File: config.mk
export PLATFORM = sky130hd
export DESIGN_NAME = sync_modn_updown_counter_flat
export DESIGN_NICKNAME = d
export VERILOG_FILES = /design/src/rtl/sync_modn_updown_counter_if.sv /design/src/rtl/sync_modn_updown_counter.sv /design/src/flat_wrapper.sv
export SDC_FILE = /design/constraint.sdc
export NUM_CORES = 1
export LEC_CHECK = 0
export ABC_AREA = 1
export CAP_MARGIN = 20
export CORE_MARGIN = 3
export CORE_UTILIZATION = 35
export CTS_CLUSTER_SIZE = 24
export DETAILED_ROUTE_END_ITERATION = 8
export DONT_BUFFER_PORTS = 1
export PLACE_DENSITY = 0.61
export SLEW_MARGIN = 0
export SYNTH_ARGS = -nofsm -noshare
export SYNTH_HDL_FRONTEND = slang
export SYNTH_SLANG_ARGS = --single-unit
File: constraint.sdc
create_clock -name clk -period 1.6 [get_ports clk]
set_input_delay 0.24 -clock clk [delete_from_list [all_inputs] [get_ports clk]]
set_output_delay 0.24 -clock clk [all_outputs]
set_load 0.02 [all_outputs]
File: src/rtl/sync_modn_updown_counter_if.sv
// Control and status bundle for the modulo-N up/down counter.
// The controller (master) drives count/load requests; the counter (slave) returns q and the event flags.
interface sync_modn_updown_counter_if #(
  parameter int unsigned WIDTH = 5
);
  logic             en;
  logic             up;
  logic             load;
  logic [WIDTH-1:0] load_value;
  logic [WIDTH-1:0] q;
  logic             tc;
  logic             wrap;
  logic             load_err;

  modport master (
    output en, up, load, load_value,
    input  q, tc, wrap, load_err
  );

  modport slave (
    input  en, up, load, load_value,
    output q, tc, wrap, load_err
  );
endinterface

File: src/rtl/sync_modn_updown_counter.sv
// Single-clock modulo-N up/down counter with parallel load and a combinational
// terminal-count carry so that cascaded digits advance on the same edge.
module sync_modn_updown_counter #(
  parameter int unsigned WIDTH   = 5,
  parameter int unsigned MODULUS = 10
) (
  input  logic                         clk,
  input  logic                         clear,
  sync_modn_updown_counter_if.slave    bus
);

  localparam longint unsigned SPAN    = 64'd1 << WIDTH;
  localparam logic [WIDTH-1:0] TOP    = WIDTH'(MODULUS - 1);
  localparam logic [WIDTH:0]   MOD_EXT = (WIDTH+1)'(MODULUS);

  // Reject moduli the register cannot represent.
  if (MODULUS < 2 || 64'(MODULUS) > SPAN) begin : g_bad_modulus
    $error("sync_modn_updown_counter: MODULUS must lie in 2..2**WIDTH");
  end

  logic [WIDTH-1:0] q_r;
  logic [WIDTH-1:0] q_nxt;
  logic             wrap_r;
  logic             wrap_nxt;
  logic             load_err_r;
  logic             load_err_nxt;
  logic             at_top;
  logic             at_zero;
  logic             q_out_of_range;
  logic             load_in_range;

  // Terminal-value decode shared by next-state and carry logic.
  always_comb begin
    at_top         = (q_r == TOP);
    at_zero        = (q_r == '0);
    q_out_of_range = ({1'b0, q_r} >= MOD_EXT);
    load_in_range  = ({1'b0, bus.load_value} < MOD_EXT);
  end

  // Next-state: load beats count; hold otherwise. Flags default low so they pulse.
  always_comb begin
    q_nxt        = q_r;
    wrap_nxt     = 1'b0;
    load_err_nxt = 1'b0;
    if (bus.load) begin
      if (load_in_range) begin
        q_nxt = bus.load_value;
      end else begin
        q_nxt        = TOP;
        load_err_nxt = 1'b1;
      end
    end else if (bus.en) begin
      if (q_out_of_range) begin
        // Unreachable in normal operation; recover to a legal count.
        q_nxt    = '0;
        wrap_nxt = 1'b1;
      end else if (bus.up) begin
        if (at_top) begin
          q_nxt    = '0;
          wrap_nxt = 1'b1;
        end else begin
          q_nxt = q_r + WIDTH'(1);
        end
      end else begin
        if (at_zero) begin
          q_nxt    = TOP;
          wrap_nxt = 1'b1;
        end else begin
          q_nxt = q_r - WIDTH'(1);
        end
      end
    end
  end

  // State register; clear has top priority.
  always_ff @(posedge clk) begin
    if (clear) begin
      q_r        <= '0;
      wrap_r     <= 1'b0;
      load_err_r <= 1'b0;
    end else begin
      q_r        <= q_nxt;
      wrap_r     <= wrap_nxt;
      load_err_r <= load_err_nxt;
    end
  end

  assign bus.q        = q_r;
  assign bus.wrap     = wrap_r;
  assign bus.load_err = load_err_r;
  // Carry is combinational so the next digit sees it before the same edge.
  assign bus.tc       = bus.en & ((bus.up & at_top) | (~bus.up & at_zero));

endmodule

File: src/flat_wrapper.sv
// flat-port wrapper written by rule: the top's interface ports become plain ports
module sync_modn_updown_counter_flat 
#(
  parameter int unsigned WIDTH   = 5,
  parameter int unsigned MODULUS = 10
)
  (clk, clear, bus_en, bus_up, bus_load, bus_load_value, bus_q, bus_tc, bus_wrap, bus_load_err);
  sync_modn_updown_counter_if #(.WIDTH(WIDTH)) bus_i ();
  input  logic clk;
  input  logic clear;
  input wire logic [$bits(bus_i.en)-1:0] bus_en;
  input wire logic [$bits(bus_i.up)-1:0] bus_up;
  input wire logic [$bits(bus_i.load)-1:0] bus_load;
  input wire logic [$bits(bus_i.load_value)-1:0] bus_load_value;
  output wire logic [$bits(bus_i.q)-1:0] bus_q;
  output wire logic [$bits(bus_i.tc)-1:0] bus_tc;
  output wire logic [$bits(bus_i.wrap)-1:0] bus_wrap;
  output wire logic [$bits(bus_i.load_err)-1:0] bus_load_err;
  assign bus_i.en = bus_en;
  assign bus_i.up = bus_up;
  assign bus_i.load = bus_load;
  assign bus_i.load_value = bus_load_value;
  assign bus_q = bus_i.q;
  assign bus_tc = bus_i.tc;
  assign bus_wrap = bus_i.wrap;
  assign bus_load_err = bus_i.load_err;
  sync_modn_updown_counter #(.WIDTH(WIDTH), .MODULUS(MODULUS)) u_core (.clk(clk), .clear(clear), .bus(bus_i));
endmodule
==> results.toml <==
[outcome]
status = "completed"

[floorplan]
die_w_um = 46.42
ioPinCount = 18
initial_utilization = 0.4041
die-area_um2 = 2155
die-height_um = 46.42
coreArea_um2 = 1415
num_rows = 13

[global_route]
grt_antenna_before_repair = 0
grt_max_degree = 12
gr-usage-met1 = 0.1816
grt_remaining_overflow = 0
grt_busiest_layer = "met2"
grt_pass1_wl_um = 2318
use_met2 = 0.2418
grt_usage = 0.1532
met3_usage = 0.08203
grt_pass1_vias = 558

[cts]
cts.sinks = 7
htreeDepth = 1
cts_tree = "done"
cts_max_path_buffers = 2
worst_skew_pair.late_latency_ns = 0.25
clkTransAtPathRegs_ns = 0.05
numCtsBuffers = 3
cts_hold_buf = 0
root_buffer = "clkbuf_4"

[routing]
via_count = 607
drc = 0
drt_wl_total_um = 1459
ant_nets = 0
drt_pass1_iterations = 4
drt-initial-drc-count = 12
vias_per_cell = 5.101
post_drt_wl_per_cell_um = 12.26

[sta]
max_freq_ghz = 0.6495
finalSetupTns_ns = 0
worst_pin_slew_ns = 0.2867
relSlewSlack = 0.8072
setup_viol = 0
final_max_slew_viol_count = 0
rsz0062_at_grt = "yes"
finalHoldViolations = 0
period_minus_slack_ns = 1.540
final.setup_skew_ns = 0.002015
finalCritPeriodShare = 0.9623

[layout]
final_common_cell = "nand2_1"
num-nets-final = 119
nFillCells = 139
diodes = 0
final_area_um2 = 745.7
final_cell_mix = "21 x nand2_1, 11 x inv_1, 10 x nand3_1, 10 x buf_4, 8 x nor2_1"
area_delta_synth_final_pct = 30.42
drive_gt1_frac = 0.3269

[synth]
yosys-top-cells-area = "dfxtp_1 25%, nand2_1 14%, nand3_1 9.6%, inv_1 9.2%, ha_1 8.8%"
seq_area_frac_synth = 0.2451
ys_types = 19
yosysTopAreaCell = "dfxtp_1"
synth_fp_nets = 104
syn_inst = 90
netlist_area_um2 = 571.8
avgSynthCellArea_um2 = 6.353
ys_warn_count = 0
ys_ff_latch = 7
synth_top_cell_area_share = 0.2451

[worst_setup_path]
crit_required_ns = 1.36
worstPathArrival_ns = 1.30
worstSetupPathType = "register to output pin"
end_kind = "output pin"
rr_worst_depth = 9
regToRegSetupSlack_ns = 0.24
startpoint_type = "register"
crit_path_max_fanout = 4

[placed_design]
place_hpwl_um = 1087
portBuffers = 0
place_area_um2 = 605.6
gp_congestion = 0.8156

[worst_hold_path]
min_path_type = "input port to register"
hold_depth = 1

[job]
cap_violations = 0

[power_and_ir_drop]
power_mw = 0.5332
ir_drop_mv = 0.3554
p_leak_nw = 0.3621
pwr_density_cell_nw_per_um2 = 715.0
==> where the power goes <==
| part | total (mW) | internal [mW] | switching [mW] |
|---|---|---|---|
| logic | 0.168 | 0.0759 | 0.0918 |
| clock network | 0.160 | 0.0951 | 0.0650 |
| registers | 0.205 | 0.186 | 0.0196 |
==> cell type report <==
class,instances,area (um^2),area share
Sequential cell,7,147.6,0.1980
Inverter,15,56.30,0.07550
Clock buffer,4,26.28,0.03523
Tap cell,15,18.77,0.02517
Timing Repair Buffer,12,97.59,0.1309
Multi-Input combinational cell,66,399.1,0.5352
==> cell families after synthesis <==
logic type,synth area share
flops,0.2451
simple gates,0.4048
buf+inv,0.1378
compound gates,0.1247
fa+ha+maj,0.08753
==> final timing paths <==
path                         from               to
setup reg to reg  u_core.bus.q[0]  u_core.bus.q[2]
setup / recovery  u_core.bus.q[1]           bus_tc
hold / removal              clear  u_core.bus.q[1]
hold reg to reg   u_core.bus.q[1]  u_core.bus.q[1]
==> worst max-delay path, cell delays in order (launching register included) <==
cell and delay [ns]:
dfxtp_2 0.32, inv_2 0.08, buf_6 0.10, ha_4 0.13, nand4_1 0.12, a21boi_2 0.17
buf_6 0.13
==> flip-flops by register name, indices dropped and copies added, names as in the netlist <==
register	count
u_core.bus.q	5
u_core.bus.load_err	1
u_core.bus.wrap	1
==> through the flow <==
step | setup slack [ns] | instances | utilization | hold slack (ns)
3_5_place_dp | 0.1457 | 108 | 0.4279 | 0.3116
2_1_floorplan | 0.04338 | 90 | - | 0.3091
6_report | 0.06030 | 119 | 0.5270 | 0.04230
5_1_grt | -0.005372 | 119 | 0.5270 | 0.01524
4_1_cts | 0.006132 | 114 | 0.4713 | 0.03316
3_3_place_gp | 0.1805 | 108 | 0.4279 | 0.3113
==> per-layer routing <==
| layer | routed length (um) | up-vias |
|---|---|---|
| li1 | - | 317 |
| met1 | 649 | 273 |
| met2 | 721 | 15 |
| met3 | 79 | 2 |
| met4 | 8 | 0 |
| met5 | 0 | - |
==> synth_stat cells <==
cell type,number
o21ai_0,3
nor2_2,1
nand3_1,11
nand4_1,2
dfxtp_1,7
nor3_1,2
o21ai_2,1
nor2_4,1
inv_2,1
nand3_2,2
o31ai_1,1
buf_6,2
a21oi_1,5
nand2_1,22
a21boi_0,1
inv_1,14
nor2_1,9
a22oi_1,1
ha_1,4
==> repair_timing <==
| action | in CTS | in global routing |
|---|---|---|
| resized for setup | 6 | 13 |
| setup buffers | 2 | 5 |
| pin swaps | 4 | 3 |
| endpoints found under the setup margin | 1 | 1 |
Note: power is estimated with default switching activity, not from simulation.
